$ cat config.mk
export PLATFORM = sky130hd
export DESIGN_NAME = memory_sweep_reader
export DESIGN_NICKNAME = d
export VERILOG_FILES = /design/src/rtl/memory_sweep_reader.sv
export SDC_FILE = /design/constraint.sdc
export NUM_CORES = 1
export LEC_CHECK = 0
export ABC_AREA = 1
export BUFFER_PORTS_ARGS = -buffer_cell sky130_fd_sc_hd__buf_2
export CORE_ASPECT_RATIO = 1.75
export CORE_MARGIN = 1
export CORE_UTILIZATION = 27
export DETAILED_ROUTE_END_ITERATION = 16
export PLACE_DENSITY = 0.47
export SYNTH_ARGS = -nofsm -noshare
export SYNTH_HDL_FRONTEND = slang
export SYNTH_SLANG_ARGS = --single-unit
$ cat constraint.sdc
create_clock -name clk -period 8.05 [get_ports clk]
set_clock_uncertainty 0.05 [all_clocks]
set_input_delay 1.2075 -clock clk [delete_from_list [all_inputs] [get_ports clk]]
set_output_delay 1.2075 -clock clk [all_outputs]
set_load 0.01 [all_outputs]
$ cat src/rtl/memory_sweep_reader.sv
// Arbiter client that periodically copies NUM_WORDS consecutive shared-memory
// words into a local buffer that the display path can read without arbitration.
module memory_sweep_reader #(
  parameter logic [7:0]  BASE_ADDR      = 8'd0,
  parameter int          NUM_WORDS      = 4,
  parameter int          IDX_W          = 2,
  parameter logic [23:0] REFRESH_CYCLES = 24'd270000
) (
  input  logic             clk,
  input  logic             reset,
  input  logic             grantedAccess,
  output logic             requestingMemory,
  output logic [7:0]       address,
  output logic             readWrite,
  input  logic [31:0]      dataFromMem,
  input  logic [IDX_W-1:0] rdIndex,
  output logic [31:0]      rdData,
  output logic             sweepDone,
  output logic             busy
);

  typedef enum logic [2:0] {
    S_IDLE,
    S_REQ,
    S_ADDR,
    S_CAPTURE,
    S_WAIT
  } state_t;

  localparam logic [IDX_W-1:0] LAST_IDX  = IDX_W'(NUM_WORDS - 1);
  localparam logic [IDX_W:0]   NUM_W     = (IDX_W + 1)'(NUM_WORDS);
  localparam logic [23:0]      WAIT_LAST = REFRESH_CYCLES - 24'd1;

  state_t            state_q, state_d;
  logic [IDX_W-1:0]  idx_q, idx_d;
  logic [23:0]       wait_cnt_q, wait_cnt_d;
  logic              done_q, done_d;
  logic              capture_en;
  logic [31:0]       words_q [NUM_WORDS];
  logic [31:0]       rd_data_q;

  always_ff @(posedge clk or posedge reset) begin
    if (reset) begin
      state_q    <= S_IDLE;
      idx_q      <= '0;
      wait_cnt_q <= '0;
      done_q     <= 1'b0;
    end else begin
      state_q    <= state_d;
      idx_q      <= idx_d;
      wait_cnt_q <= wait_cnt_d;
      done_q     <= done_d;
    end
  end

  always_comb begin
    state_d    = state_q;
    idx_d      = idx_q;
    wait_cnt_d = wait_cnt_q;
    done_d     = 1'b0;
    capture_en = 1'b0;
    case (state_q)
      S_IDLE: state_d = S_REQ;
      S_REQ: begin
        if (grantedAccess) state_d = S_ADDR;
      end
      S_ADDR: begin
        state_d = grantedAccess ? S_CAPTURE : S_REQ;
      end
      S_CAPTURE: begin
        // Losing the grant here retries the same word; earlier words are kept.
        if (grantedAccess) begin
          capture_en = 1'b1;
          if (idx_q == LAST_IDX) begin
            idx_d      = '0;
            wait_cnt_d = '0;
            done_d     = 1'b1;
            state_d    = S_WAIT;
          end else begin
            idx_d   = idx_q + 1'b1;
            state_d = S_ADDR;
          end
        end else begin
          state_d = S_REQ;
        end
      end
      S_WAIT: begin
        if (REFRESH_CYCLES == 24'd0 || wait_cnt_q == WAIT_LAST) begin
          wait_cnt_d = '0;
          state_d    = S_REQ;
        end else begin
          wait_cnt_d = wait_cnt_q + 24'd1;
        end
      end
      default: state_d = S_IDLE;
    endcase
  end

  always_ff @(posedge clk or posedge reset) begin
    if (reset) begin
      for (int i = 0; i < NUM_WORDS; i++) words_q[i] <= '0;
    end else if (capture_en) begin
      for (int i = 0; i < NUM_WORDS; i++) begin
        if (idx_q == IDX_W'(i)) words_q[i] <= dataFromMem;
      end
    end
  end

  // Out-of-range indices read as zero rather than aliasing a real word.
  always_ff @(posedge clk or posedge reset) begin
    if (reset) begin
      rd_data_q <= '0;
    end else if ({1'b0, rdIndex} < NUM_W) begin
      rd_data_q <= words_q[rdIndex];
    end else begin
      rd_data_q <= '0;
    end
  end

  // Decoded straight from state so the request drops with an async reset.
  assign busy             = (state_q == S_REQ) || (state_q == S_ADDR) || (state_q == S_CAPTURE);
  assign requestingMemory = busy;
  assign address          = BASE_ADDR + 8'(idx_q);
  assign readWrite        = 1'b0;
  assign rdData           = rd_data_q;
  assign sweepDone        = done_q;

endmodule
# After elaboration in Yosys (flattened, before gate mapping)

Cells that the tools add are included.

ROM bits: 0
Memories: 0
RAM bits: 0
Flip-flop bits (word level): 190
Word-level logic and storage cells: 56
Latch bits: 0

Add/subtract/negate cells: 2
$mul: 0
Order comparisons: 1
Bitwise gates (word level): 1
Shift operators: 0
Divide/modulo/power cells: 0
Equal/unequal tests: 12
Mux-type cells: 19
Reduce and logical (&&, ||, !) cells: 12

Operators by type and width:

| cell                    | number |
|---|---|
| $mux W24                | 3 |
| $bmux W32 S2            | 1 |
| $mux W32                | 2 |
| $pmux W24 S2            | 1 |
| $add A24 B1 Y24 const B | 1 |
| $eq A24 B19 Y1 const B  | 1 |
| $pmux W3 S5             | 1 |
| $mux W3                 | 4 |
| $reduce_and A2 Y1       | 6 |
| $ne A2 B2 Y1 const B    | 4 |
| $eq A3 B2 Y1 const B    | 2 |
| $mux W1                 | 5 |
| $eq A2 B2 Y1 const B    | 2 |
| $mux W2                 | 2 |
| $eq A3 B1 Y1 const B    | 1 |
| $eq A3 B3 Y1 const B    | 1 |
| $ge A3 B3 Y1 const B    | 1 |
| $logic_not A3 Y1        | 1 |
| $not A2 Y3              | 1 |
| $reduce_and A3 Y1       | 1 |
| $add A2 B1 Y2 const B   | 1 |
| $eq A2 B1 Y1 const B    | 1 |
| $logic_not A2 Y1        | 1 |
| $logic_or A1 B1 Y1      | 2 |
| $reduce_bool A2 Y1      | 1 |

# Longest topological paths before layout

Gate-level depths: netlist of the first run.

Depth after elaboration: 4
Gate-level depth with buffers: 10
Depth with buffers taken out: 9

# Worst setup path after synthesis of the first run

No wires, ideal clock.

Kind: input port to flip-flop
Start point: input rdIndex[0]
End point: register rd_data_q[23] (netlist: rdData[23])
Setup slack: 5.937 ns
Arrival time: 1.937 ns
Cell stages on the path: 5
Setup time: 0.126 ns
Required time: 7.874 ns
Cell sequence: buf_2 > clkinv_1 > clkbuf_1 > o21ai_0 > o22ai_1

Cells in the longest elaborated chain, start to end: 4

Ends and longest elaborated chain:

| what                                         | RTL line | source |
|---|---|---|
| start: declaration                           | 16       | `input logic [IDX_W-1:0] rdIndex,` |
| $not A2 Y3 (implied by the code)             | 114      | `rd_data_q <= words_q[rdIndex];` |
| $bmux W32 S2                                 | 114      |  |
| $mux W32 (implied by the code) (2 in series) | 114      |  |
| end signal: assignment                       | 114      |  |
| end: declaration                             | 40       | `logic [31:0] rd_data_q;` |

No other way between the ends. The select of a mux whose other input is x is not followed.
A chain may end at the register's enable or synchronous reset.

# Final worst setup path of the first run

Start point: input rdIndex[0]
End point: register rd_data_q[2] (netlist: rdData[2])

The elaborated chain is that of the path after synthesis.

==> impl_metrics.csv, run 1 <==
group,metric,value,unit
pwr,internal_power,2.154,mW
setup_path,cp_max_fo,65,
pwr,clockPowerShare,0.281,
cts,cts_setup_buffers,0,
pwr,p_sw_frac,0.3223,
worst_hold_path,worstHoldStart,"words_q[73]$_DFFE_PP0P_",
drt,drtPass1Iterations,4,
timing,setup_tns,0,ps
yosys,synth_top_cells_by_area,"dfrtp_1, nand2_1, o21ai_1",
finish,diodes,0,
floorplan,initial_core_util,0.2764,
run_status,status,"finished clean",
cts,cts_sinks,190,
setup_path,cp.required,8320,ps
timing,holdWs,433.1,ps
timing,finalCritPeriodShare,0.4164,
yosys,ys_warn_count,0,
floorplan,core_area,0.03016,mm²
setup_path,end_kind,"flip-flop",
pwr,p_sw,1.024,mW
worst_hold_path,hold_path_end,"words_q[73]$_DFFE_PP0P_",
pwr,vdd_drop_max,0.1741,mV
pwr,pwr-share-seq,0.496,
finish,fillers,3225,
job,maxCapViolCount,0,
global_routing,grt_max_degree,123,
floorplan,num_rows,84,
drt,vias_per_cell,4.563,
global_routing,grtUsageTotal,0.1443,
finish,fin_nets,1063,
floorplan,die_x,134.8,µm
setup_path,rr_worst_depth,9,
setup_path,worstReg2RegStart,"idx_q[0]$_DFFE_PP0P_",
drt,vias,6484,
timing,maxSlewHeadroom,0.3910,
pwr,leakage,4.561,nW
drt,drc,0,
cts,cts_tree,"done",
cts,numCtsBuffers,17,
cts,cts_htree_levels,4,
cts,clock_path_buffers,2,
place,place_ws,4187,ps
finish,drive_above_1_share,0.1267,
floorplan,io_pins,81,
setup_path,crit_type,"primary input to flip-flop",
timing,period_minus_slack,3352,ps
timing,fmax,298.4,MHz
yosys,synth-seq-area-share,0.5703,
pwr,power.density,331.5,mW/mm²
global_routing,grt_pass1_vias,6442,
finish,areaGrowthSynthToFinish,14.98,%
global_routing,grt-ovfl-total,0,
global_routing,grt_pass1_wl,34700,µm
setup_path,r2r_end,"wait_cnt_q[4]$_DFFE_PP0P_",
place,gp_congestion,0.8544,
worst_hold_path,hold_path_depth,2,
timing,worst_pin_slew,907.9,ps
cts,clkTransAtPathRegs,70,ps
drt,wl_per_cell,15.16,µm
timing,slew_viol_final,0,
yosys,yosysTopAreaCell,"dfrtp_1",
timing,hold_violations,0,
timing,grt_setup_unrepaired,"no",
timing,setup_slack,4698,ps
yosys,ys_ff_latch,190,
drt,routed_wirelength,21540,µm
floorplan,die_height,234.5,µm
yosys,synthCells,974,
setup_path,reg2reg_slack,5630,ps
timing,setup_viol,0,
floorplan,dieArea,0.03161,mm²
setup_path,cp_data_arrival_time,3620,ps
yosys,synth_top_area_frac,0.5703,
place,hpwl,13520,µm
place,io_buffer_count,73,
yosys,yosysUniqueCellTypes,30,
yosys,synth_area,0.008337,mm²
yosys,avgSynthCellArea,8.559,µm²
cts,clk_latency,440,ps
drt,drtIter0Drc,287,
drt,antenna_left,0,
pwr,comb_power_share,0.223,
cts,ctsHoldBuffers,0,
cts,root_buffer,"clkbuf_16",
worst_hold_path,hold_path_class,"flip-flop to flip-flop",
cts,cts_resized,0,
global_routing,grt_antenna_before_repair,0,
setup_path,cp-start-kind,"primary input",
## cell usage in the layout, fill, tap and decap left out, types with 3 or more instances in the layout
cell | netlist | routed
clkbuf_8 | 0 | 3
nand2_1 | 240 | 239
buf_2 | 26 | 73
nor2_1 | 118 | 118
o22ai_1 | 33 | 33
o21ai_1 | 102 | 102
inv_1 | 63 | 62
buf_4 | 8 | 5
inv_6 | 0 | 3
nand2_4 | 3 | 3
clkinv_2 | 1 | 3
xor2_1 | 7 | 7
nor2_2 | 7 | 7
ha_1 | 5 | 5
o21ai_0 | 95 | 95
nand4_1 | 9 | 9
clkbuf_16 | 0 | 17
bufinv_16 | 0 | 3
nand3_1 | 32 | 32
dfrtp_1 | 190 | 190
clkinvlp_4 | 0 | 3
conb_1 | 1 | 7
## cells by family (layout without fill, tap and decap cells)
kind of cell,count (synthesis),count (layout),share of synthesized area
AND/OR/NAND/NOR,415,415,0.2020
AO/OA/AOI/OAI,233,233,0.1466
flip-flops,190,190,0.5703
buffers and inverters,123,177,0.06574
XOR/XNOR,7,7,0.007354
adder cells (fa/ha/maj),5,5,0.007504
other,1,7,0.0004498
## final cells by class
| class | instances | area, µm² | share of cell area |
|---|---|---|---|
| Sequential cell | 190 | 4755 | 0.4960 |
| Multi-Input combinational cell | 667 | 3059 | 0.3191 |
| Tap cell | 387 | 484.2 | 0.05052 |
| Clock buffer | 20 | 466.7 | 0.04869 |
| Timing Repair Buffer | 78 | 402.9 | 0.04203 |
| Inverter | 67 | 260.3 | 0.02715 |
| Clock inverter | 12 | 157.7 | 0.01645 |
## power by group through the flow
stage / registers [mW] / clock network (mW) / logic (mW)
after floorplan: 1.54 / 0 / 0.536
after global placement: 1.59 / 0 / 0.704
after detailed placement: 1.59 / 0 / 0.726
after CTS: 1.58 / 0.922 / 0.727
after global routing: 1.63 / 0.954 / 0.839
final: 1.58 / 0.894 / 0.708
## registers in the layout, indices dropped and copies added, names as in the netlist
name	cells
idx_q	2
words_q	128
wait_cnt_q	24
sweepDone	1
rdData	32
state_q	3
## critical path: stages
cell and delay (ps):
buf_2 80, buf_4 540, clkinv_1 940, buf_4 540
o21ai_0 200, o22ai_1 90
## worst max-delay path by stage
| stage | startpoint | depth (start not counted) | to | slack, ps |
|---|---|---|---|---|
| CTS | rdIndex[0] | 6 | rdData[7]$_DFF_PP0_ | 4640 |
| global placement | rdIndex[0] | 6 | rdData[5]$_DFF_PP0_ | 4230 |
| global route | rdIndex[0] | 6 | rdData[7]$_DFF_PP0_ | 4440 |
| detailed placement | rdIndex[0] | 6 | rdData[2]$_DFF_PP0_ | 4190 |
| finish | rdIndex[0] | 6 | rdData[2]$_DFF_PP0_ | 4700 |
| floorplan | reset | 1 | idx_q[0]$_DFFE_PP0P_ | 1620 |
## metrics by stage
step	power [mW]	instance area, µm²	utilization	instances
after CTS	3.226	9585	0.3178	1421
after detailed placement	2.315	8961	0.2971	1389
final	3.178	9585	0.3178	1421
after floorplan	2.079	8359	-	980
after global routing	3.419	9585	0.3178	1421
after global placement	2.296	8961	0.2971	1389
## metal layers
layer	global-route usage	part of all wire	wire length, µm	up-vias
met2	0.2616	0.53	11350	101
met4	0.05407	0.019	416	0
met5	0	0	0	-
li1	-	-	-	3233
met3	0.02993	0.027	575	22
met1	0.1649	0.43	9203	3128
## synth_stat cells
library cell	number
nand3_2	1
a22oi_1	1
nor2_2	7
buf_4	8
nor2_4	1
buf_2	26
a21oi_4	1
a31oi_1	1
conb_1	1
inv_2	2
nand2_2	1
ha_1	5
nor2_1	118
dfrtp_1	190
xor2_1	7
or2_2	2
clkinv_2	1
clkbuf_1	16
buf_1	3
nand2_1	240
nand4_1	9
nand2_4	3
and2_1	1
buf_6	3
inv_1	63
nand3_1	32
o21ai_0	95
clkinv_1	1
o22ai_1	33
o21ai_1	102
No activity file was read; power rests on OpenSTA's default activity.
==> inputs of run 2 (changes only) <==
PLACE_DENSITY = 0.48   (was 0.47)
clock period = 2.75 ns   (was 8.05 ns; I/O delays follow)
==> impl_metrics.csv, run 2 (synthesis results as in run 1) <==
group,metric,value,unit
setup_path,worstReg2RegStart,"wait_cnt_q[0]$_DFFE_PP0P_",
finish,fin_nets,1068,
setup_path,cp.required,2290,ps
floorplan,initial_core_util,0.2764,
global_routing,grt_max_degree,124,
worst_hold_path,hold_path_class,"primary input to async pin",
global_routing,grt-ovfl-total,0,
finish,diodes,0,
job,maxCapViolCount,0,
cts,root_buffer,"clkbuf_16",
global_routing,grt_antenna_before_repair,0,
cts,cts_tree,"done",
timing,hold_violations,0,
finish,fin_cells,1426,
cts,numCtsBuffers,17,
pwr,internal_power,6.353,mW
place,io_buffer_count,73,
cts,ctsHoldBuffers,0,
finish,register_area,0.004755,mm²
place,dp_cells,1394,
setup_path,end_kind,"output port",
cts,cts_resized,0,
drt,drtPass1Iterations,5,
finish,most-common-layout-cells,"nand2_1, dfrtp_1, nor2_1",
run_status,status,"finished clean",
floorplan,die_height,234.5,µm
pwr,power.density,971.0,mW/mm²
pwr,pwr-share-seq,0.490,
pwr,p_sw_frac,0.3219,
timing,slew_viol_final,0,
global_routing,grt_pass1_wl,35070,µm
cts,clkTransAtPathRegs,80,ps
floorplan,dieArea,0.03161,mm²
floorplan,core_area,0.03016,mm²
setup_path,r2r_end,"wait_cnt_q[6]$_DFFE_PP0P_",
finish,multi_input_area,0.003059,mm²
drt,wl_per_cell,15.17,µm
finish,fillers,3212,
pwr,clockPowerShare,0.285,
place,hpwl,13740,µm
drt,vias,6583,
finish,largest_reg_flops,128,
cts,clock_path_buffers,2,
pwr,p_sw,3.016,mW
setup_path,reg2reg_slack,920,ps
timing,maxSlewHeadroom,0.4820,
timing,period_minus_slack,1866,ps
pwr,leakage,4.586,nW
pwr,p_total,9.369,mW
place,gp_congestion,0.9088,
place,placedInstanceArea,0.009020,mm²
cts,clk_latency,450,ps
finish,final_cell_area,0.009649,mm²
pwr,comb_power_share,0.224,
finish,final_common_cell,"nand2_1",
setup_path,cp-start-kind,"flip-flop",
drt,vias_per_cell,4.616,
setup_path,cp_data_arrival_time,1400,ps
timing,setup_tns,0,ps
finish,drive_above_1_share,0.1299,
drt,antenna_left,0,
drt,drc,0,
setup_path,worstSetupStartpoint,"state_q[0]$_DFFE_PP0P_",
drt,drtIter0Drc,380,
timing,finalCritPeriodShare,0.6787,
timing,setup_viol,0,
floorplan,die_x,134.8,µm
cts,cts_setup_buffers,0,
cts,cts_htree_levels,4,
setup_path,rr_worst_depth,6,
timing,fmax,535.8,MHz
finish,largest_register,"words_q",
floorplan,io_pins,81,
setup_path,crit_type,"flip-flop to output port",
timing,grt_setup_unrepaired,"no",
setup_path,endpoint,"requestingMemory",
floorplan,num_rows,84,
timing,worst_pin_slew,776.9,ps
cts,cts_sinks,190,
setup_path,cp_max_fo,5,
drt,routed_wirelength,21630,µm
finish,areaGrowthSynthToFinish,15.74,%
pwr,vdd_drop_max,0.5375,mV
global_routing,grt_pass1_vias,6554,
global_routing,grtUsageTotal,0.1467,
==> run 2: cell types whose count changed in the layout (fill, tap and decap cells not counted), sizes merged <==
cell | previous run | this run
buf | 78 | 83
bufinv | 3 | 4
clkbuf | 20 | 19
clkinv | 5 | 4
clkinvlp | 3 | 5
inv | 68 | 67
==> run 2: final cells by class <==
class                           count  share of cell area
Sequential cell                   190              0.4927
Multi-Input combinational cell    667              0.3170
Tap cell                          387             0.05018
Timing Repair Buffer               83             0.04824
Clock buffer                       19             0.04590
Inverter                           67             0.02658
Clock inverter                     13             0.01932
==> run 2: layer usage <==
metal | share of wire | up-vias | global-route usage
li1 | - | 3261 | -
met1 | 0.42 | 3178 | 0.1723
met2 | 0.53 | 113 | 0.2543
met3 | 0.028 | 31 | 0.02735
met4 | 0.028 | 0 | 0.07338
met5 | 0 | - | 0
==> run 2: power by group through the flow <==
stage	combinational (mW)	clock (mW)	sequential, mW
after floorplan	1.57	0	4.52
after global placement	2.09	0	4.63
after detailed placement	2.16	0	4.64
after CTS	2.16	2.76	4.60
after global routing	2.48	2.86	4.75
final	2.10	2.67	4.59
==> run 2: per-stage QoR <==
| step | worst slack, ps | hold slack, ps | utilization |
|---|---|---|---|
| global route | 722.3 | 115.3 | 0.3199 |
| finish | 883.6 | 80.84 | 0.3199 |
| floorplan | -161.0 | 403.5 | - |
| CTS | 788.8 | 81.21 | 0.3199 |
| global placement | 921.3 | 416.1 | 0.2990 |
| detailed placement | 925.4 | 422.8 | 0.2990 |
==> run 2: worst max-delay path, stage by stage, from the launching register on <==
cell and delay (ps):
dfrtp_1 400, nor2_1 90, nor2_1 260, buf_2 200
==> run 2: worst min-delay path by stage <==
stage | to | slack, ps | cells after the start
2_1_floorplan | words_q[32]$_DFFE_PP0P_ | 400 | 2
6_report | words_q[54]$_DFFE_PP0P_ | 80 | 3
3_3_place_gp | words_q[75]$_DFFE_PP0P_ | 420 | 2
5_1_grt | words_q[86]$_DFFE_PP0P_ | 120 | 3
3_5_place_dp | words_q[36]$_DFFE_PP0P_ | 420 | 2
4_1_cts | words_q[86]$_DFFE_PP0P_ | 80 | 3
